## src/rtl/seq_pattern_pkg.sv

```systemverilog
`default_nettype none
//------------------------------------------------------------------------------
// Module   : seq_pattern_pkg
// Purpose  : Shared types and helpers for the programmable step-sequence
//            generator. Holds the FSM state encoding and the function that
//            clamps the requested sequence length into the legal range.
// Ports    : none (package)
// Revision : 1.0 - initial release
//------------------------------------------------------------------------------
package seq_pattern_pkg;

    // Two-bit state encoding with fixed values so the register image is stable.
    typedef enum logic [1:0] {
        IDLE  = 2'd0,
        RUN   = 2'd1,
        PAUSE = 2'd2,
        DONE  = 2'd3
    } state_t;

    // A zero length still plays one step; lengths beyond the table size are
    // limited to the table size.
    function automatic int unsigned clamp_len(input int unsigned len,
                                              input int unsigned depth);
        if (len == 0) begin
            return 1;
        end else if (len > depth) begin
            return depth;
        end else begin
            return len;
        end
    endfunction

endpackage
`default_nettype wire

```

## src/rtl/seq_pattern_if.sv

```systemverilog
`default_nettype none
//------------------------------------------------------------------------------
// Module   : seq_pattern_if
// Purpose  : Control / table-write / step-output bundle of the step-sequence
//            generator.
// Ports    : master - drives wr_en, wr_addr, wr_data, start, stop, pause,
//                     loop_mode, len; observes q, q_valid, idx, busy, done,
//                     wr_err
//            slave  - the sequencer side (directions reversed)
// Revision : 1.0 - initial release
//------------------------------------------------------------------------------
interface seq_pattern_if #(
    parameter int DATA_W = 4,
    parameter int DEPTH  = 8,
    parameter int IDX_W  = $clog2(DEPTH)
);
    logic              wr_en;
    logic [IDX_W-1:0]  wr_addr;
    logic [DATA_W-1:0] wr_data;
    logic              start;
    logic              stop;
    logic              pause;
    logic              loop_mode;
    logic [IDX_W:0]    len;
    logic [DATA_W-1:0] q;
    logic              q_valid;
    logic [IDX_W-1:0]  idx;
    logic              busy;
    logic              done;
    logic              wr_err;

    modport master (
        output wr_en, wr_addr, wr_data, start, stop, pause, loop_mode, len,
        input  q, q_valid, idx, busy, done, wr_err
    );

    modport slave (
        input  wr_en, wr_addr, wr_data, start, stop, pause, loop_mode, len,
        output q, q_valid, idx, busy, done, wr_err
    );
endinterface
`default_nettype wire

```

## src/rtl/seq_pattern_table.sv

```systemverilog
`default_nettype none
//------------------------------------------------------------------------------
// Module   : seq_pattern_table
// Purpose  : DEPTH x DATA_W pattern register file. Synchronous write,
//            asynchronous read, synchronous clear of every entry on reset.
// Ports    : clk, rst          - clock, synchronous active-high reset
//            we, waddr, wdata  - write port
//            raddr, rdata      - combinational read port
// Revision : 1.0 - initial release
//------------------------------------------------------------------------------
module seq_pattern_table #(
    parameter int DATA_W = 4,
    parameter int DEPTH  = 8,
    parameter int IDX_W  = $clog2(DEPTH)
) (
    input  wire logic              clk,
    input  wire logic              rst,
    input  wire logic              we,
    input  wire logic [IDX_W-1:0]  waddr,
    input  wire logic [DATA_W-1:0] wdata,
    input  wire logic [IDX_W-1:0]  raddr,
    output logic      [DATA_W-1:0] rdata
);

    logic [DATA_W-1:0] r_mem [DEPTH];

    always_ff @(posedge clk) begin
        if (rst) begin
            for (int i = 0; i < DEPTH; i++) begin
                r_mem[i] <= '0;
            end
        end else if (we) begin
            r_mem[waddr] <= wdata;
        end
    end

    // DEPTH is a power of two, so every address is a valid entry.
    assign rdata = r_mem[raddr];

endmodule
`default_nettype wire

```

## src/rtl/seq_pattern_fsm.sv

```systemverilog
`default_nettype none
//------------------------------------------------------------------------------
// Module   : seq_pattern_fsm
// Purpose  : Programmable step-sequence generator. Plays the first len_q
//            entries of a loadable pattern table, one-shot or looping, with
//            pause and stop control. All outputs come from registers.
// Ports    : clk  - rising-edge clock
//            rst  - synchronous, active-high reset
//            bus  - seq_pattern_if.slave: table write port, start/stop/pause,
//                   loop_mode/len, and q/q_valid/idx/busy/done/wr_err outputs
// Revision : 1.0 - initial release
//------------------------------------------------------------------------------
module seq_pattern_fsm #(
    parameter int DATA_W = 4,
    parameter int DEPTH  = 8,
    parameter int IDX_W  = $clog2(DEPTH)
) (
    input wire logic     clk,
    input wire logic     rst,
    seq_pattern_if.slave bus
);
    import seq_pattern_pkg::*;

    localparam logic [IDX_W:0]   c_LEN_ONE  = (IDX_W+1)'(1);
    localparam logic [IDX_W-1:0] c_IDX_ONE  = IDX_W'(1);
    localparam logic [IDX_W-1:0] c_IDX_ZERO = '0;

    state_t            r_state, w_state_nxt;
    logic [DATA_W-1:0] r_q, w_q_nxt;
    logic [IDX_W-1:0]  r_idx, w_idx_nxt;
    logic              r_q_valid, w_q_valid_nxt;
    logic              r_done, w_done_nxt;
    logic              r_wr_err, w_wr_err_nxt;
    logic [IDX_W:0]    r_len_q, w_len_nxt;
    logic              r_loop_q, w_loop_nxt;

    logic              w_busy;
    logic              w_tab_we;
    logic              w_last;
    logic [IDX_W-1:0]  w_rd_addr;
    logic [DATA_W-1:0] w_rd_data;
    logic [DATA_W-1:0] w_step0_data;

    assign w_busy   = (r_state == RUN) || (r_state == PAUSE);
    assign w_tab_we = bus.wr_en && !w_busy;
    assign w_last   = ({1'b0, r_idx} == (r_len_q - c_LEN_ONE));

    // The single read port always points at the entry the next advance needs:
    // the following step, or entry 0 when wrapping or starting.
    assign w_rd_addr = (w_busy && !w_last) ? (r_idx + c_IDX_ONE) : c_IDX_ZERO;

    // A write to entry 0 in the same cycle as start must be seen at step 0,
    // so forward the write data around the table.
    assign w_step0_data = (w_tab_we && (bus.wr_addr == c_IDX_ZERO)) ?
                          bus.wr_data : w_rd_data;

    seq_pattern_table #(
        .DATA_W (DATA_W),
        .DEPTH  (DEPTH),
        .IDX_W  (IDX_W)
    ) u_table (
        .clk   (clk),
        .rst   (rst),
        .we    (w_tab_we),
        .waddr (bus.wr_addr),
        .wdata (bus.wr_data),
        .raddr (w_rd_addr),
        .rdata (w_rd_data)
    );

    // State register
    always_ff @(posedge clk) begin
        if (rst) begin
            r_state <= IDLE;
        end else begin
            r_state <= w_state_nxt;
        end
    end

    // Next-state logic; stop outranks pause, which outranks step advance.
    always_comb begin
        w_state_nxt = r_state;
        case (r_state)
            IDLE: begin
                if (bus.start) begin
                    w_state_nxt = RUN;
                end
            end
            DONE: begin
                w_state_nxt = bus.start ? RUN : IDLE;
            end
            RUN: begin
                if (bus.stop) begin
                    w_state_nxt = IDLE;
                end else if (bus.pause) begin
                    w_state_nxt = PAUSE;
                end else if (w_last && !r_loop_q) begin
                    w_state_nxt = DONE;
                end
            end
            PAUSE: begin
                if (bus.stop) begin
                    w_state_nxt = IDLE;
                end else if (!bus.pause) begin
                    w_state_nxt = RUN;
                end
            end
            default: begin
                w_state_nxt = IDLE;
            end
        endcase
    end

    // Next values for the registered outputs. q and idx hold unless a step
    // advances or a sequence starts.
    always_comb begin
        w_q_nxt       = r_q;
        w_idx_nxt     = r_idx;
        w_q_valid_nxt = 1'b0;
        w_done_nxt    = 1'b0;
        w_len_nxt     = r_len_q;
        w_loop_nxt    = r_loop_q;
        w_wr_err_nxt  = bus.wr_en && w_busy;
        case (r_state)
            IDLE, DONE: begin
                if (bus.start) begin
                    w_q_nxt       = w_step0_data;
                    w_idx_nxt     = c_IDX_ZERO;
                    w_q_valid_nxt = 1'b1;
                    w_len_nxt     = (IDX_W+1)'(clamp_len(32'(bus.len), DEPTH));
                    w_loop_nxt    = bus.loop_mode;
                end
            end
            RUN: begin
                if (!bus.stop && !bus.pause) begin
                    if (!w_last) begin
                        w_idx_nxt     = r_idx + c_IDX_ONE;
                        w_q_nxt       = w_rd_data;
                        w_q_valid_nxt = 1'b1;
                    end else if (r_loop_q) begin
                        w_idx_nxt     = c_IDX_ZERO;
                        w_q_nxt       = w_rd_data;
                        w_q_valid_nxt = 1'b1;
                    end else begin
                        w_done_nxt = 1'b1;
                    end
                end
            end
            PAUSE: begin
                // Leaving pause re-validates the held step; it advances on
                // the following edge.
                if (!bus.stop && !bus.pause) begin
                    w_q_valid_nxt = 1'b1;
                end
            end
            default: begin
                w_q_valid_nxt = 1'b0;
            end
        endcase
    end

    // Output registers
    always_ff @(posedge clk) begin
        if (rst) begin
            r_q       <= '0;
            r_idx     <= '0;
            r_q_valid <= 1'b0;
            r_done    <= 1'b0;
            r_wr_err  <= 1'b0;
            r_len_q   <= '0;
            r_loop_q  <= 1'b0;
        end else begin
            r_q       <= w_q_nxt;
            r_idx     <= w_idx_nxt;
            r_q_valid <= w_q_valid_nxt;
            r_done    <= w_done_nxt;
            r_wr_err  <= w_wr_err_nxt;
            r_len_q   <= w_len_nxt;
            r_loop_q  <= w_loop_nxt;
        end
    end

    assign bus.q       = r_q;
    assign bus.q_valid = r_q_valid;
    assign bus.idx     = r_idx;
    assign bus.busy    = w_busy;
    assign bus.done    = r_done;
    assign bus.wr_err  = r_wr_err;

endmodule
`default_nettype wire
```

## src/flat_wrapper.sv

```systemverilog
// flat-port wrapper written by rule: the top's interface ports become plain ports
module seq_pattern_fsm_flat import seq_pattern_pkg::*;
#(
    parameter int DATA_W = 4,
    parameter int DEPTH  = 8,
    parameter int IDX_W  = $clog2(DEPTH)
)
  (clk, rst, bus_wr_en, bus_wr_addr, bus_wr_data, bus_start, bus_stop, bus_pause, bus_loop_mode, bus_len, bus_q, bus_q_valid, bus_idx, bus_busy, bus_done, bus_wr_err);
  seq_pattern_if #(.DATA_W(DATA_W), .DEPTH(DEPTH), .IDX_W(IDX_W)) bus_i ();
  input wire logic clk;
  input wire logic rst;
  input wire logic [$bits(bus_i.wr_en)-1:0] bus_wr_en;
  input wire logic [$bits(bus_i.wr_addr)-1:0] bus_wr_addr;
  input wire logic [$bits(bus_i.wr_data)-1:0] bus_wr_data;
  input wire logic [$bits(bus_i.start)-1:0] bus_start;
  input wire logic [$bits(bus_i.stop)-1:0] bus_stop;
  input wire logic [$bits(bus_i.pause)-1:0] bus_pause;
  input wire logic [$bits(bus_i.loop_mode)-1:0] bus_loop_mode;
  input wire logic [$bits(bus_i.len)-1:0] bus_len;
  output wire logic [$bits(bus_i.q)-1:0] bus_q;
  output wire logic [$bits(bus_i.q_valid)-1:0] bus_q_valid;
  output wire logic [$bits(bus_i.idx)-1:0] bus_idx;
  output wire logic [$bits(bus_i.busy)-1:0] bus_busy;
  output wire logic [$bits(bus_i.done)-1:0] bus_done;
  output wire logic [$bits(bus_i.wr_err)-1:0] bus_wr_err;
  assign bus_i.wr_en = bus_wr_en;
  assign bus_i.wr_addr = bus_wr_addr;
  assign bus_i.wr_data = bus_wr_data;
  assign bus_i.start = bus_start;
  assign bus_i.stop = bus_stop;
  assign bus_i.pause = bus_pause;
  assign bus_i.loop_mode = bus_loop_mode;
  assign bus_i.len = bus_len;
  assign bus_q = bus_i.q;
  assign bus_q_valid = bus_i.q_valid;
  assign bus_idx = bus_i.idx;
  assign bus_busy = bus_i.busy;
  assign bus_done = bus_i.done;
  assign bus_wr_err = bus_i.wr_err;
  seq_pattern_fsm #(.DATA_W(DATA_W), .DEPTH(DEPTH), .IDX_W(IDX_W)) u_core (.clk(clk), .rst(rst), .bus(bus_i));
endmodule
```

## config.mk

```make
export PLATFORM = sky130hd
export DESIGN_NAME = seq_pattern_fsm_flat
export DESIGN_NICKNAME = d
export VERILOG_FILES = /design/src/rtl/seq_pattern_pkg.sv /design/src/rtl/seq_pattern_if.sv /design/src/rtl/seq_pattern_table.sv /design/src/rtl/seq_pattern_fsm.sv /design/src/flat_wrapper.sv
export SDC_FILE = /design/constraint.sdc
export NUM_CORES = 1
export LEC_CHECK = 0
export ABC_CLOCK_PERIOD_IN_PS = 5120
export CORE_ASPECT_RATIO = 0.6
export CORE_MARGIN = 1
export CORE_UTILIZATION = 60
export DETAILED_ROUTE_END_ITERATION = 16
export MAX_ROUTING_LAYER = met4
export PLACE_DENSITY_LB_ADDON = 0.08
export SETUP_SLACK_MARGIN = 0.2
export SYNTH_ARGS = -nofsm -noshare
export SYNTH_HDL_FRONTEND = slang
export SYNTH_SLANG_ARGS = --single-unit
```

## constraint.sdc

```tcl
create_clock -name clk -period 5.12 [get_ports clk]
set_input_delay 1.28 -clock clk [delete_from_list [all_inputs] [get_ports clk]]
set_output_delay 1.28 -clock clk [all_outputs]
set_load 0.05 [all_outputs]
```

==> impl_results.rst, run 1 <==
.. list-table::
   :header-rows: 1

   * - Metric
     - Value
   * - Outcome
     - finished clean
   * - CP max stage cell
     - sky130_fd_sc_hd__clkdlybuf4s50_1
   * - Filler Cell Count
     - 316
   * - Largest family of logic cells by synthesized area
     - simple AND/OR/NAND/NOR gates
   * - HPWL after DPL
     - 3810 µm
   * - H-Tree Level Count
     - 2
   * - Total Neg Setup Slack
     - 0 ns
   * - Normalized max-slew margin
     - 0.464
   * - Area grow syn2layout
     - 15.0%
   * - Maximum count of clock buffers along a single path
     - 2
   * - Worst setup path startpoint
     - u_core.r_state[0]$_SDFFE_PP0P_
   * - Wire length of the first global-routing pass
     - 8300 µm
   * - Startpoint-to-endpoint class of the critical path
     - reg -> out
   * - Number of optimization iterations in the first detailed-route pass
     - 4
   * - Post-synthesis mux area share
     - 0.0697
   * - Buffers and inverters on the worst path
     - 2
   * - Synth Area in XOR/XNOR
     - 0.0162
   * - Die boundary width
     - 87.4 µm
   * - Average wire length per cell after detail routing
     - 15.5 µm
   * - IO Port Bufs
     - 28
   * - Max rail drop VDD
     - 0.000182 V
   * - Final Hold Viols
     - 0
   * - Total standard cell area after synthesis
     - 0.00262 mm²
   * - Required time of the worst setup path
     - 3.84 ns
   * - Average vias per placed instance
     - 5.52
   * - Num CTS Buffers
     - 5
   * - Setup repair after global routing missed its margin
     - false
   * - Most frequent cells in the layout
     - sky130_fd_sc_hd__and2_1, sky130_fd_sc_hd__edfxtp_1, sky130_fd_sc_hd__nor2_1
   * - Max Fclk
     - 283 MHz
   * - Layout Nets
     - 300
   * - Post-synthesis adder-cell area fraction
     - 0.0334
   * - Via Count
     - 1855
   * - Pwr dens
     - 305 mW/mm²
   * - All-Layer GR Usage
     - 0.257
   * - Sequence of cells on the critical path
     - inv_1 > ha_1 > clkdlybuf4s50_1
   * - Number of global-route vias before repair
     - 1647
   * - Fraction of the yosys area taken by sequential cells
     - 0.496
   * - Compound-gate portion of the synthesized area
     - 0.118
   * - Y dimension of the die
     - 53.2 µm
   * - Worst Hold Class
     - reg -> reg
   * - Largest net degree at the start of global routing
     - 28
   * - Most frequently used flop master after synthesis
     - sky130_fd_sc_hd__edfxtp_1
   * - Post-synthesis simple-gate area fraction
     - 0.231
   * - Final weighted congestion of routability-driven global placement
     - 0.816
   * - Maximum fanout along the worst path
     - 12
   * - Setup Skew
     - 0.00796 ns
   * - Leading cell type in the layout, fill and taps excluded
     - sky130_fd_sc_hd__and2_1
   * - Total clock sinks
     - 49
   * - Endpoint of the worst register-to-register path
     - u_core.bus.q[2]$_SDFFE_PP0P_
   * - Register-to-Register Path Depth
     - 7
   * - Startpoint of the worst-slack reg-to-reg timing path
     - u_core.bus.idx[0]$_SDFFE_PP0P_
   * - Number of DRC markers in iteration 0
     - 129
   * - CP endpoint
     - bus_busy
   * - Share of layout cells above drive strength 1
     - 0.123
   * - Die Footprint
     - 0.00465 mm²
   * - Net count after synthesis
     - 273
   * - Arrival time of data at the critical path endpoint
     - 2.25 ns
   * - Fraction of registers with async set/reset
     - 0
   * - Yosys reg bits
     - 49
   * - Stages on worst setup path
     - 3
   * - Diodes inserted
     - 0
   * - Placeable core area
     - 0.00414 mm²
   * - Count of max-cap constraint violations
     - 0
   * - Worst Setup End Kind
     - output pin
   * - CP delay by family, top
     - buffers and inverters
   * - Total I/O pin count
     - 29
   * - Antenna Nets Post-Route
     - 0
   * - Delay of the slowest critical-path stage
     - 0.89 ns
   * - Post-cts repair resize count
     - 0
   * - Clock Tree Root
     - sky130_fd_sc_hd__clkbuf_8
   * - Post-CTS Setup Repair Bufs
     - 0
   * - Minimum hold slack
     - 0.500 ns
   * - Clock tree from TritonCTS
     - done
   * - Post-synth cell types
     - 49
   * - Initial antenna violation count
     - 0
   * - Standard-cell rows
     - 18
   * - Static power due to leakage
     - 1.13 nW
   * - Part of the cycle the worst path needs
     - 0.690
   * - Category of the worst setup path launch point
     - register
   * - Wirelength, routed
     - 5210 µm
   * - Avg Cell Area, Syn
     - 10.6 µm²
   * - Starting Density
     - 0.633
   * - Global route overflow
     - 0
   * - Hold buffers post-CTS
     - 0
   * - DRC violations left
     - 0
   * - R2r setup slk
     - 2.03 ns
   * - Clock-pin transition on the worst setup and hold timing paths
     - 0.09 ns
   * - Number of warning messages in the yosys log
     - 0
   * - Clk Latency, worst-skew pair
     - 0.30 ns
   * - Cell count after synthesis
     - 248
   * - Max Transition Viols Final
     - 0
   * - Post-route minimum period
     - 3.53 ns
   * - Final number of setup-violating endpoints
     - 0
   * - Transition time at the pin with the least slew margin
     - 0.803 ns
   * - Post-synth EDFFs
     - 32
==> per-layer routing <==
layer  track usage  share of wire  vias up
met5             -              0        -
met4        0.0574         0.0058        0
li1              -              -      940
met1         0.400           0.52      857
met2         0.335           0.41       53
met3        0.0515          0.058        5
==> worst reg2reg max path: cells and delay by family, from the launching register on <==
kind | cells | cell delay (ns)
xor+xnor | 1 | 0.65
flops | 1 | 0.75
fa+ha+maj | 1 | 0.33
mux | 1 | 0.41
compound gates | 4 | 0.85
==> metrics by stage <==
step / power, mW / cells / instance area (µm²) / setup slack [ns] / utilization
6_report: 0.918 / 336 / 3020 / 1.59 / 0.728
3_5_place_dp: 0.707 / 328 / 2930 / 1.86 / 0.708
3_3_place_gp: 0.705 / 328 / 2930 / 1.91 / 0.708
5_1_grt: 0.960 / 336 / 3020 / 1.49 / 0.728
4_1_cts: 0.918 / 336 / 3020 / 1.58 / 0.728
2_1_floorplan: 0.640 / 248 / 2620 / 2.63 / -
==> area by class of cell <==
cell class / count / area (µm²) / share of cell area
multi-input cells: 179 / 1230 / 0.407
clock buffers: 5 / 68.8 / 0.0228
repair buffers: 29 / 288 / 0.0954
flip-flops and latches: 49 / 1300 / 0.432
well taps: 60 / 75.1 / 0.0249
inverters: 11 / 41.3 / 0.0137
clock inverters: 3 / 12.5 / 0.00415
==> kinds of logic after synthesis <==
group | after synthesis
muxes | 15
DFF | 49
and+or+nand+nor | 109
AOI/OAI and AO/OA | 44
buffers and inverters | 20
xor gates and xnor gates | 4
adders and majority gates | 7
==> Yosys cell counts, drive strengths merged, types with 4 or more instances <==
master	number	area share
and2	34	0.081
edfxtp	32	0.37
nor2	30	0.043
dfxtp	17	0.13
a21oi	14	0.027
inv	11	0.016
nand2	11	0.019
or2	10	0.024
ha	7	0.033
mux2	7	0.034
mux2i	7	0.027
clkbuf	5	0.0072
buf	4	0.012
nand2b	4	0.0095
nand3	4	0.0076
nor3	4	0.0076
o211ai	4	0.011
o21ai	4	0.0091
o22ai	4	0.0095
==> where the power goes <==
part / internal, mW / switching [mW]
Clock: 0.0923 / 0.125
Sequential: 0.445 / 0.0178
Combinational: 0.0956 / 0.143
==> sequential cells by signal, indices dropped and copies added, names as in the netlist <==
name,cells
u_core.bus.done,1
u_core.bus.idx,3
u_core.bus.q,4
u_core.bus.q_valid,1
u_core.bus.wr_err,1
u_core.r_len_q,4
u_core.r_loop_q,1
u_core.r_state,2
u_core.u_table.r_mem,32
==> worst min path at each step <==
stage,to,slack (ns),start,depth (start not counted)
CTS,u_core.bus.q[2]$_SDFFE_PP0P_,0.50,u_core.bus.q[2]$_SDFFE_PP0P_,1
global placement,u_core.bus.q[0]$_SDFFE_PP0P_,0.47,u_core.bus.q[0]$_SDFFE_PP0P_,1
floorplan,u_core.r_loop_q$_SDFFE_PP0P_,0.46,u_core.r_loop_q$_SDFFE_PP0P_,2
detailed placement,u_core.bus.q[2]$_SDFFE_PP0P_,0.48,u_core.bus.q[2]$_SDFFE_PP0P_,1
global route,u_core.bus.q[2]$_SDFFE_PP0P_,0.51,u_core.bus.q[2]$_SDFFE_PP0P_,1
finish,u_core.bus.q[2]$_SDFFE_PP0P_,0.50,u_core.bus.q[2]$_SDFFE_PP0P_,1
No activity file was read; power rests on OpenSTA's default activity.
==> inputs of run 2 (changes only) <==
--- a/config.mk
+++ b/config.mk
@@ -5,10 +5,10 @@
 export SDC_FILE = /design/constraint.sdc
 export NUM_CORES = 1
 export LEC_CHECK = 0
-export ABC_CLOCK_PERIOD_IN_PS = 5120
+export ABC_CLOCK_PERIOD_IN_PS = 3300
 export CORE_ASPECT_RATIO = 0.6
 export CORE_MARGIN = 1
-export CORE_UTILIZATION = 60
+export CORE_UTILIZATION = 56
 export DETAILED_ROUTE_END_ITERATION = 16
 export MAX_ROUTING_LAYER = met4
 export PLACE_DENSITY_LB_ADDON = 0.08
==> constraint.sdc (replaced) <==
create_clock -name clk -period 3.3 [get_ports clk]
set_input_delay 0.825 -clock clk [delete_from_list [all_inputs] [get_ports clk]]
set_output_delay 0.825 -clock clk [all_outputs]
set_load 0.05 [all_outputs]
==> impl_results.rst, run 2 (synthesized netlist as in run 1, its figures left out) <==
.. list-table::
   :header-rows: 1

   * - Metric
     - Value
   * - Outcome
     - finished clean
   * - Sequence of cells on the critical path
     - inv_1 > ha_1 > dlymetal6s2s_1
   * - Final Hold Viols
     - 0
   * - Setup repair after global routing missed its margin
     - false
   * - Via Count
     - 1882
   * - Required time of the worst setup path
     - 2.47 ns
   * - Max Fclk
     - 371 MHz
   * - Standard-cell rows
     - 18
   * - Maximum count of clock buffers along a single path
     - 2
   * - Transition time at the pin with the least slew margin
     - 0.545 ns
   * - Delay of the slowest critical-path stage
     - 0.57 ns
   * - Layout Utilization
     - 0.712
   * - Global route overflow
     - 0
   * - CP max stage cell
     - sky130_fd_sc_hd__ha_1
   * - Normalized max-slew margin
     - 0.636
   * - IO Port Bufs
     - 28
   * - Max rail drop VDD
     - 0.000380 V
   * - Number of global-route vias before repair
     - 1767
   * - Register with the most flip-flops
     - u_core.u_table.r_mem
   * - Post-route minimum period
     - 2.69 ns
   * - Largest net degree at the start of global routing
     - 27
   * - R2r setup slk
     - 0.66 ns
   * - Count of max-cap constraint violations
     - 0
   * - Endpoint of the worst register-to-register path
     - u_core.bus.q[1]$_SDFFE_PP0P_
   * - Share of layout cells above drive strength 1
     - 0.137
   * - Die Footprint
     - 0.00497 mm²
   * - Category of the worst setup path launch point
     - register
   * - Placeable core area
     - 0.00430 mm²
   * - Area grow syn2layout
     - 16.8%
   * - Final critical-path setup slack
     - 0.606 ns
   * - GRT Max-Usage Layer
     - met2
   * - Max Transition Viols Final
     - 0
   * - Clk Latency, worst-skew pair
     - 0.30 ns
   * - Wire length of the first global-routing pass
     - 9070 µm
   * - Average wire length per cell after detail routing
     - 16.9 µm
   * - Initial antenna violation count
     - 0
   * - Post-placement worst setup slack
     - 0.549 ns
   * - Diodes inserted
     - 0
   * - Maximum fanout along the worst path
     - 12
   * - Pwr dens
     - 494 mW/mm²
   * - All-Layer GR Usage
     - 0.259
   * - Antenna Nets Post-Route
     - 0
   * - Worst setup path startpoint
     - u_core.r_state[0]$_SDFFE_PP0P_
   * - Worst Setup End Kind
     - output pin
   * - Leading cell type in the layout, fill and taps excluded
     - sky130_fd_sc_hd__and2_1
   * - Startpoint of the worst-slack reg-to-reg timing path
     - u_core.r_state[0]$_SDFFE_PP0P_
   * - Total Neg Setup Slack
     - 0 ns
   * - Part of the cycle the worst path needs
     - 0.817
   * - Total I/O pin count
     - 29
   * - Y dimension of the die
     - 55.0 µm
   * - Arrival time of data at the critical path endpoint
     - 1.87 ns
   * - M2 GR Usage
     - 0.378
   * - Clock-pin transition on the worst setup and hold timing paths
     - 0.08 ns
   * - Worst Hold Class
     - reg -> reg
   * - CP endpoint
     - bus_busy
   * - HPWL after DPL
     - 4200 µm
   * - Startpoint-to-endpoint class of the critical path
     - reg -> out
   * - Max FFs per register
     - 32
   * - Number of optimization iterations in the first detailed-route pass
     - 4
   * - CP delay by family, top
     - buffers and inverters
   * - Clock tree from TritonCTS
     - done
   * - Starting Density
     - 0.610
   * - Most frequent cells in the layout
     - sky130_fd_sc_hd__and2_1, sky130_fd_sc_hd__edfxtp_1, sky130_fd_sc_hd__nor2_1
   * - Setup Skew
     - 0.00666 ns
   * - Tot Pwr
     - 1.51 mW
   * - Buffers and inverters on the worst path
     - 2
   * - Static power due to leakage
     - 1.17 nW
   * - Register-to-Register Path Depth
     - 8
   * - Stages on worst setup path
     - 3
   * - Number of DRC markers in iteration 0
     - 148
   * - Met1 track demand over resource in global routing
     - 0.366
   * - Met3 usage
     - 0.0574
   * - Layout Nets
     - 303
   * - Num CTS Buffers
     - 5
   * - Wirelength, routed
     - 5700 µm
   * - Total clock sinks
     - 49
   * - Final weighted congestion of routability-driven global placement
     - 0.804
   * - Hold buffers post-CTS
     - 0
   * - Final number of setup-violating endpoints
     - 0
   * - DRC violations left
     - 0
   * - Die boundary width
     - 90.3 µm
   * - Average vias per placed instance
     - 5.57
   * - Clock Tree Root
     - sky130_fd_sc_hd__clkbuf_8
   * - H-Tree Level Count
     - 2
run 2: cell types whose count changed in the layout (fill, tap and decap cells not counted), sizes merged:
cell / before / now
buf: 1 / 4
clkinv: 3 / 1
bufinv: 0 / 1
clkdlybuf4s50: 28 / 27
dlymetal6s2s: 0 / 1
run 2: layout make-up:
| type | instances | area [µm²] |
|---|---|---|
| tap | 60 | 75.1 |
| inverter | 11 | 41.3 |
| timing repair buffer | 32 | 313 |
| fill | 335 | 1240 |
| clock buffer | 5 | 68.8 |
| multi-input combinational | 179 | 1230 |
| clock inverter | 2 | 35.0 |
| sequential | 49 | 1300 |
run 2: worst min-delay path by stage:
| stage | startpoint | end | slack, ns | cells past startpoint |
|---|---|---|---|---|
| 6_report | u_core.bus.q[0]$_SDFFE_PP0P_ | u_core.bus.q[0]$_SDFFE_PP0P_ | 0.48 | 1 |
| 5_1_grt | u_core.bus.q[0]$_SDFFE_PP0P_ | u_core.bus.q[0]$_SDFFE_PP0P_ | 0.50 | 1 |
| 4_1_cts | u_core.bus.q[0]$_SDFFE_PP0P_ | u_core.bus.q[0]$_SDFFE_PP0P_ | 0.48 | 1 |
| 3_5_place_dp | u_core.bus.q[0]$_SDFFE_PP0P_ | u_core.bus.q[0]$_SDFFE_PP0P_ | 0.46 | 1 |
| 3_3_place_gp | u_core.bus.q[0]$_SDFFE_PP0P_ | u_core.bus.q[0]$_SDFFE_PP0P_ | 0.47 | 1 |
| 2_1_floorplan | u_core.r_loop_q$_SDFFE_PP0P_ | u_core.r_loop_q$_SDFFE_PP0P_ | 0.46 | 2 |
run 2: routing by layer:
layer | vias to the layer above | wire length, µm | part of all wire
met1 | 865 | 2860 | 0.50
met2 | 67 | 2350 | 0.41
met5 | - | 0 | 0
met3 | 9 | 430 | 0.075
met4 | 0 | 65 | 0.011
li1 | 941 | - | -
run 2: where the power goes:
group          switching [mW]  internal [mW]  leakage [nW]  total [mW]
clock                   0.191          0.220        0.0540       0.411
combinational           0.239          0.150         0.646       0.390
sequential             0.0209          0.691         0.470       0.712
total                   0.451           1.06          1.17        1.51
run 2: timing repair:
item,CTS,global route
buffers inserted,0,0
endpoints found under the setup margin,0,1
gates resized for setup,0,1
run 2: per-stage QoR:
step,hold slack [ns],cell area [µm²],cells
finish,0.476,3060,338
CTS,0.478,3060,338
global placement,0.466,2960,331
detailed placement,0.458,2960,331
floorplan,0.463,2620,248
global route,0.504,3060,338
